## src/rtl/ctrl_pkg.sv

```systemverilog
// Shared definitions for the multicycle control unit: FSM states,
// instruction classes, opcode/funct encodings and ALU operation codes.
// Optional feature macro: UNIDAD_CONTROL_TRAP_EN adds the TRAP state.
package ctrl_pkg;

  typedef enum logic [2:0] {
    S_IF  = 3'd0,
    S_ID  = 3'd1,
    S_EX  = 3'd2,
    S_MEM = 3'd3,
    S_WB  = 3'd4
`ifdef UNIDAD_CONTROL_TRAP_EN
    ,
    S_TRAP = 3'd5
`endif
  } state_t;

  typedef enum logic [2:0] {
    CL_NONE    = 3'd0,
    CL_RTYPE   = 3'd1,
    CL_LW      = 3'd2,
    CL_SW      = 3'd3,
    CL_ILLEGAL = 3'd4
  } class_t;

  localparam logic [5:0] OP_RTYPE = 6'b000000;
  localparam logic [5:0] OP_LW    = 6'b100011;
  localparam logic [5:0] OP_SW    = 6'b101011;

  localparam logic [5:0] FN_ADD = 6'b100000;
  localparam logic [5:0] FN_SUB = 6'b100010;
  localparam logic [5:0] FN_AND = 6'b100100;
  localparam logic [5:0] FN_OR  = 6'b100101;
  localparam logic [5:0] FN_SLT = 6'b101010;

  localparam logic [3:0] ALU_ADD = 4'b0010;
  localparam logic [3:0] ALU_SUB = 4'b0110;
  localparam logic [3:0] ALU_AND = 4'b0000;
  localparam logic [3:0] ALU_OR  = 4'b0001;
  localparam logic [3:0] ALU_SLT = 4'b0111;

  // Map an opcode onto the instruction class the FSM sequences by
  function automatic class_t decode_class(input logic [5:0] op);
    case (op)
      OP_RTYPE: decode_class = CL_RTYPE;
      OP_LW:    decode_class = CL_LW;
      OP_SW:    decode_class = CL_SW;
      default:  decode_class = CL_ILLEGAL;
    endcase
  endfunction

endpackage

```

## src/rtl/decod_alu.sv

```systemverilog
// Combinational funct -> ALU operation decoder. Unknown funct codes
// fall back to ADD and report valid=0 so the caller can suppress writeback.
module decod_alu
  import ctrl_pkg::*;
(
  input  logic [5:0] funct,
  output logic [3:0] alu_op,
  output logic       valid
);

  // Translate the R-type funct field into an ALU control code
  always_comb begin
    alu_op = ALU_ADD;
    valid  = 1'b1;
    case (funct)
      FN_ADD:  alu_op = ALU_ADD;
      FN_SUB:  alu_op = ALU_SUB;
      FN_AND:  alu_op = ALU_AND;
      FN_OR:   alu_op = ALU_OR;
      FN_SLT:  alu_op = ALU_SLT;
      default: begin
        alu_op = ALU_ADD;
        valid  = 1'b0;
      end
    endcase
  end

endmodule

```

## src/rtl/unidad_control_mc.sv

```systemverilog
// Multicycle control unit: walks each instruction through IF/ID/EX/MEM/WB,
// produces Moore control strobes and counts retired instructions.
// Optional feature macro: UNIDAD_CONTROL_TRAP_EN (illegal opcodes park the
// FSM in TRAP until reset instead of being treated as NOPs).
module unidad_control_mc
  import ctrl_pkg::*;
#(
  parameter int CNT_W = 16
) (
  input  logic             clk,
  input  logic             rst,
  input  logic [5:0]       opcode,
  input  logic [5:0]       funct,
  input  logic             mem_ready,
  output logic             pc_we,
  output logic             ir_we,
  output logic             br_we,
  output logic [3:0]       alu_op,
  output logic             mux_sel,
  output logic             mem_w,
  output logic             mem_r,
  output logic [2:0]       estado,
  output logic [CNT_W-1:0] retired,
  output logic             trap
);

  state_t           state_q;
  state_t           state_d;
  class_t           class_q;
  class_t           class_d;
  class_t           id_class;
  logic             hold_q;
  logic             retire;
  logic [CNT_W-1:0] retired_q;
  logic [3:0]       dec_alu_op;
  logic             dec_valid;

  assign id_class = decode_class(opcode);

  decod_alu u_decod_alu (
    .funct  (funct),
    .alu_op (dec_alu_op),
    .valid  (dec_valid)
  );

  // State/class registers; hold_q blanks the first cycle after reset so
  // no strobe escapes while the reset is still being released
  always_ff @(posedge clk) begin
    if (rst) begin
      state_q <= S_IF;
      class_q <= CL_NONE;
      hold_q  <= 1'b1;
    end else begin
      state_q <= state_d;
      class_q <= class_d;
      hold_q  <= 1'b0;
    end
  end

  // Next-state logic, class latch in ID and the retire pulse on exit
  always_comb begin
    state_d = state_q;
    class_d = class_q;
    retire  = 1'b0;
    if (!hold_q) begin
      case (state_q)
        S_IF: state_d = S_ID;
        S_ID: begin
          class_d = id_class;
          case (id_class)
            CL_RTYPE, CL_LW, CL_SW: state_d = S_EX;
            default: begin
`ifdef UNIDAD_CONTROL_TRAP_EN
              state_d = S_TRAP;
`else
              state_d = S_IF;
              retire  = 1'b1;
`endif
            end
          endcase
        end
        S_EX: begin
          case (class_q)
            CL_RTYPE:     state_d = S_WB;
            CL_LW, CL_SW: state_d = S_MEM;
            default:      state_d = S_IF;
          endcase
        end
        S_MEM: begin
          if (mem_ready) begin
            if (class_q == CL_LW) begin
              state_d = S_WB;
            end else begin
              state_d = S_IF;
              retire  = 1'b1;
            end
          end
        end
        S_WB: begin
          state_d = S_IF;
          retire  = 1'b1;
        end
`ifdef UNIDAD_CONTROL_TRAP_EN
        S_TRAP: state_d = S_TRAP;
`endif
        default: state_d = S_IF;
      endcase
    end
  end

  // Moore output decode from the state register and the latched class
  always_comb begin
    pc_we   = 1'b0;
    ir_we   = 1'b0;
    br_we   = 1'b0;
    alu_op  = 4'b0000;
    mux_sel = 1'b0;
    mem_w   = 1'b0;
    mem_r   = 1'b0;
    if (!hold_q) begin
      case (state_q)
        S_IF: begin
          pc_we = 1'b1;
          ir_we = 1'b1;
        end
        S_EX: begin
          alu_op = (class_q == CL_RTYPE) ? dec_alu_op : ALU_ADD;
        end
        S_MEM: begin
          mem_w = (class_q == CL_SW);
          mem_r = (class_q == CL_LW);
        end
        S_WB: begin
          if (class_q == CL_RTYPE) begin
            br_we = dec_valid;
          end else if (class_q == CL_LW) begin
            br_we   = 1'b1;
            mux_sel = 1'b1;
          end
        end
        default: ;
      endcase
    end
  end

  // Retired-instruction counter, wraps naturally at 2^CNT_W
  always_ff @(posedge clk) begin
    if (rst) begin
      retired_q <= '0;
    end else if (retire) begin
      retired_q <= retired_q + 1'b1;
    end
  end

`ifdef UNIDAD_CONTROL_TRAP_EN
  logic trap_q;

  // Sticky trap flag, raised on entry into TRAP and cleared only by reset
  always_ff @(posedge clk) begin
    if (rst) begin
      trap_q <= 1'b0;
    end else if (state_d == S_TRAP) begin
      trap_q <= 1'b1;
    end
  end

  assign trap = trap_q;
`else
  assign trap = 1'b0;
`endif

  assign estado  = state_q;
  assign retired = retired_q;

endmodule
```

## config.mk

```make
export PLATFORM = sky130hd
export DESIGN_NAME = unidad_control_mc
export DESIGN_NICKNAME = d
export VERILOG_FILES = /design/src/rtl/ctrl_pkg.sv /design/src/rtl/decod_alu.sv /design/src/rtl/unidad_control_mc.sv
export SDC_FILE = /design/constraint.sdc
export NUM_CORES = 1
export LEC_CHECK = 0
export BUFFER_PORTS_ARGS = -buffer_cell sky130_fd_sc_hd__clkbuf_2
export CAP_MARGIN = 30
export CORE_ASPECT_RATIO = 1.2
export CORE_MARGIN = 2
export CORE_UTILIZATION = 45
export DETAILED_ROUTE_END_ITERATION = 7
export GPL_ROUTABILITY_DRIVEN = 0
export HOLD_SLACK_MARGIN = 0.05
export PLACE_DENSITY = 0.73
export RECOVER_POWER = 100
export SYNTH_ARGS = -nofsm -noshare
export SYNTH_HDL_FRONTEND = slang
export SYNTH_SLANG_ARGS = --single-unit
```

## constraint.sdc

```tcl
create_clock -name clk -period 2.6 [get_ports clk]
set_clock_uncertainty 0.1 [all_clocks]
set_input_delay 0.13 -clock clk [delete_from_list [all_inputs] [get_ports clk]]
set_output_delay 0.13 -clock clk [all_outputs]
set_load 0.01 [all_outputs]
```

==> metrics.md <==
| Metric | Value |
|---|---|
| Fraction of synthesized area in multiplexers | 1.53% |
| EDFF count, synth | 0 |
| Final period utilization | 91.4% |
| Synth area leader | dfxtp_1 |
| Clock transition at path regs | 0.12 ns |
| Mapped Avg Cell Area | 7.90 µm² |
| Top FF cell, synth | dfxtp_1 |
| Internal | 441 µW |
| # Max-Cap Violations | 0 |
| Clk sinks | 23 |
| Number of remaining DRC errors | 0 |
| Initial cell density of the core | 47.1% |
| FFs w/ async S/R, synth | 0% |
| Final layout net count | 222 |
| Fillers | 315 |
| Initial antenna violation count | 0 |
| Met1 Resource Use GR | 22.0% |
| Final hold viol count | 0 |
| Final ANT Viol Nets | 0 |
| Psw | 153 µW |
| Critical path launch point type | flip-flop |
| Cell Chain, Critical Path | and2b_1 > nand2_1 > o211a_1 > or4_1 > a21oi_1 |
| Synth Area in Adders | 0.954% |
| Post-DR wirelength/cell | 13.4 µm |
| First-pass GRT wire length | 5200 µm |
| Post-synth top area share | 35.1% |
| Clock share of power | 28.5% |
| CP arrival | 2.52 ns |
| Synthesized instance count | 166 |
| Vias post-DR | 1405 |
| CP bufs+invs | 0 |
| #FFs+latches synth | 23 |
| Io pins | 45 |
| Wirelength, routed | 3210 µm |
| Vias/cell | 5.88 |
| Post-synthesis simple-gate area fraction | 33.9% |
| Largest net degree at the start of global routing | 31 |
| DR iter-0 viols | 37 |
| Final hold slack | 0.154 ns |
| CP required | 2.74 ns |
| Met2 Track Usage GR | 36.4% |
| Overflow after GRT | 0 |
| Crit-path max FO | 30 |
| Xor-xnor portion of the synthesized cell area | 0.668% |
| Clock buffer depth | 2 |
| Die Wd | 53.3 µm |
| Peak supply drop | 0.299 mV |
| Commonest cells after routing, fill and taps aside | clkbuf_1 (30), dfxtp_1 (23), a21oi_1 (22), nand2_1 (15), nor2_1 (14) |
| Largest delay contributor family on the critical path | simple AND/OR/NAND/NOR gates |
| CP peak stage delay | 0.61 ns |
| Area Growth Syn to Fin | 15.0% |
| Minimum clock period | 2.38 ns |
| Met3 Usage GRT | 2.37% |
| Yosys cell types | 40 |
| Clock insertion delay at the later pin of the skew report | 0.32 ns |
| Outcome | finished clean |
| GRT Util Overall | 19.8% |
| CP Class | flip-flop to flip-flop |
| Layout cells sized above 1 | 9.76% |
| # port buffers | 42 |
| Setup Buffers After CTS | 0 |
| Pwr Density | 394 mW/mm² |
| H-Tree Depth | 1 |
| Row count | 21 |
| DP HPWL | 2310 µm |
| Die area | 0.00336 mm² |
| Cts bufs inserted | 3 |
| Most common cell after layout, fill and taps aside | clkbuf_1 |
| CTS tree | yes |
| Worst path slowest cell | or4_1 |
| Main combinational cell family by area after synthesis | simple AND/OR/NAND/NOR gates |
| Max Clk Rate | 421 MHz |
| Ant. Diodes | 0 |
| Pins Over Slew Limit | 0 |
| Setup violations, final | 0 |
| GR peak layer | met2 |
| Vias in the first global route | 1246 |
| Sequential share of the synthesized area | 35.1% |
| Setup_tns | 0 ns |
| Syn Std Cell Area | 0.00131 mm² |
| Compound-cell area share of the yosys netlist | 20.6% |
| Crit. End Element | flip-flop |
| Comb power frac | 10.1% |
| Core Region | 0.00279 mm² |
| RSZ-0062 raised after global routing | false |
| Synth warn | 0 |
| DRT Pass-1 Iters | 4 |
| PostCTS Resize Cnt | 0 |
| Hold Path Class | input pin to flip-flop |
| Worst-Margin Slew | 0.966 ns |
| Part of the power in registers | 61.4% |
| Hold bufs inserted after CTS | 3 |
| Chip height | 63.1 µm |
| Clock Root Buffer | clkbuf_4 |
| P_leak | 0.000491 µW |
| Relative slew slack | 35.6% |
| Top post-synthesis cells by area | dfxtp_1 (35%), a21oi_1 (8.4%), o31ai_1 (5.7%), or4_1 (5.7%), nand2_1 (4.0%) |
| Switching Fraction | 25.8% |
## final timing paths
| path | start | to | slack, ns | depth (start not counted) |
|---|---|---|---|---|
| worst max-delay path | estado[0]$_SDFFE_PP0P_ | retired[12]$_SDFFE_PP0P_ | 0.22 | 5 |
| worst min-delay path | opcode[0] | class_q[1]$_SDFFE_PP0P_ | 0.15 | 4 |
| worst max register to register | estado[0]$_SDFFE_PP0P_ | retired[12]$_SDFFE_PP0P_ | 0.22 | 5 |
| worst min register to register | retired[15]$_SDFFE_PP0P_ | retired[15]$_SDFFE_PP0P_ | 0.41 | 2 |
## cell type report
cell class | count | area [µm²] | share of cell area (%)
clock buffer | 4 | 26.3 | 1.74
sequential | 23 | 460 | 30.5
timing repair buffer | 45 | 204 | 13.5
multi-input combinational | 129 | 759 | 50.4
tap | 34 | 42.5 | 2.82
inverter | 4 | 15.0 | 0.996
## registers in the layout, summed over array words and instances, names as in the netlist
signal,count
retired,16
class_q,3
estado,3
hold_q,1
## worst register-to-register path, cell delays in order, from the launching register on
cell     delay, ns
dfxtp_1       0.55
and2b_1       0.23
nand2_1       0.13
o211a_1       0.53
or4_1         0.61
a21oi_1       0.16
## power by group through the flow
stage	logic (µW)	registers, µW	clock network [µW]
after floorplan	43.3	370	0
after global placement	55.9	372	0
after detailed placement	57.7	373	0
after CTS	61.5	365	173
after global routing	67.0	366	189
final	60.1	365	169
## per-stage QoR
step                area [µm²]  setup slack (ns)  power, µW  utilization, %  cells
floorplan                 1320             0.713        413               -    167
global placement          1490             0.397        428            53.5    232
detailed placement        1490             0.309        430            53.5    232
CTS                       1550             0.282        599            55.6    239
global route              1510            0.0632        622            54.1    239
finish                    1510             0.224        594            54.1    239
## synth_stat cells (2+ instances only)
cell,instances
o31ai_1,10
clkbuf_1,3
nand4_1,4
and2_1,2
dfxtp_1,23
mux2i_1,2
nand2b_1,3
a21oi_1,22
and3_1,3
or3_1,4
or4_1,10
inv_1,4
nor2b_1,2
and4_1,2
nor2_1,14
nand2_1,14
nand3_1,8
o22ai_1,2
buf_4,5
o21ai_0,6
buf_6,2
nor4_1,3
## routing by layer
layer,part of all wire (%),vias to the layer above
met4,1.5,0
met5,0,-
met2,49,64
met3,7.3,7
li1,-,697
met1,42,637
## kinds of logic (layout without fill, tap and decap cells)
family / after synthesis / count (layout)
AND/OR/NAND/NOR: 78 / 78
AO/OA/AOI/OAI: 45 / 45
flip-flops: 23 / 23
buffers and inverters: 15 / 53
multiplexers: 2 / 2
adder cells (fa/ha/maj): 1 / 1
other: 1 / 2
XOR/XNOR: 1 / 1
No activity file was read; power rests on OpenSTA's default activity.
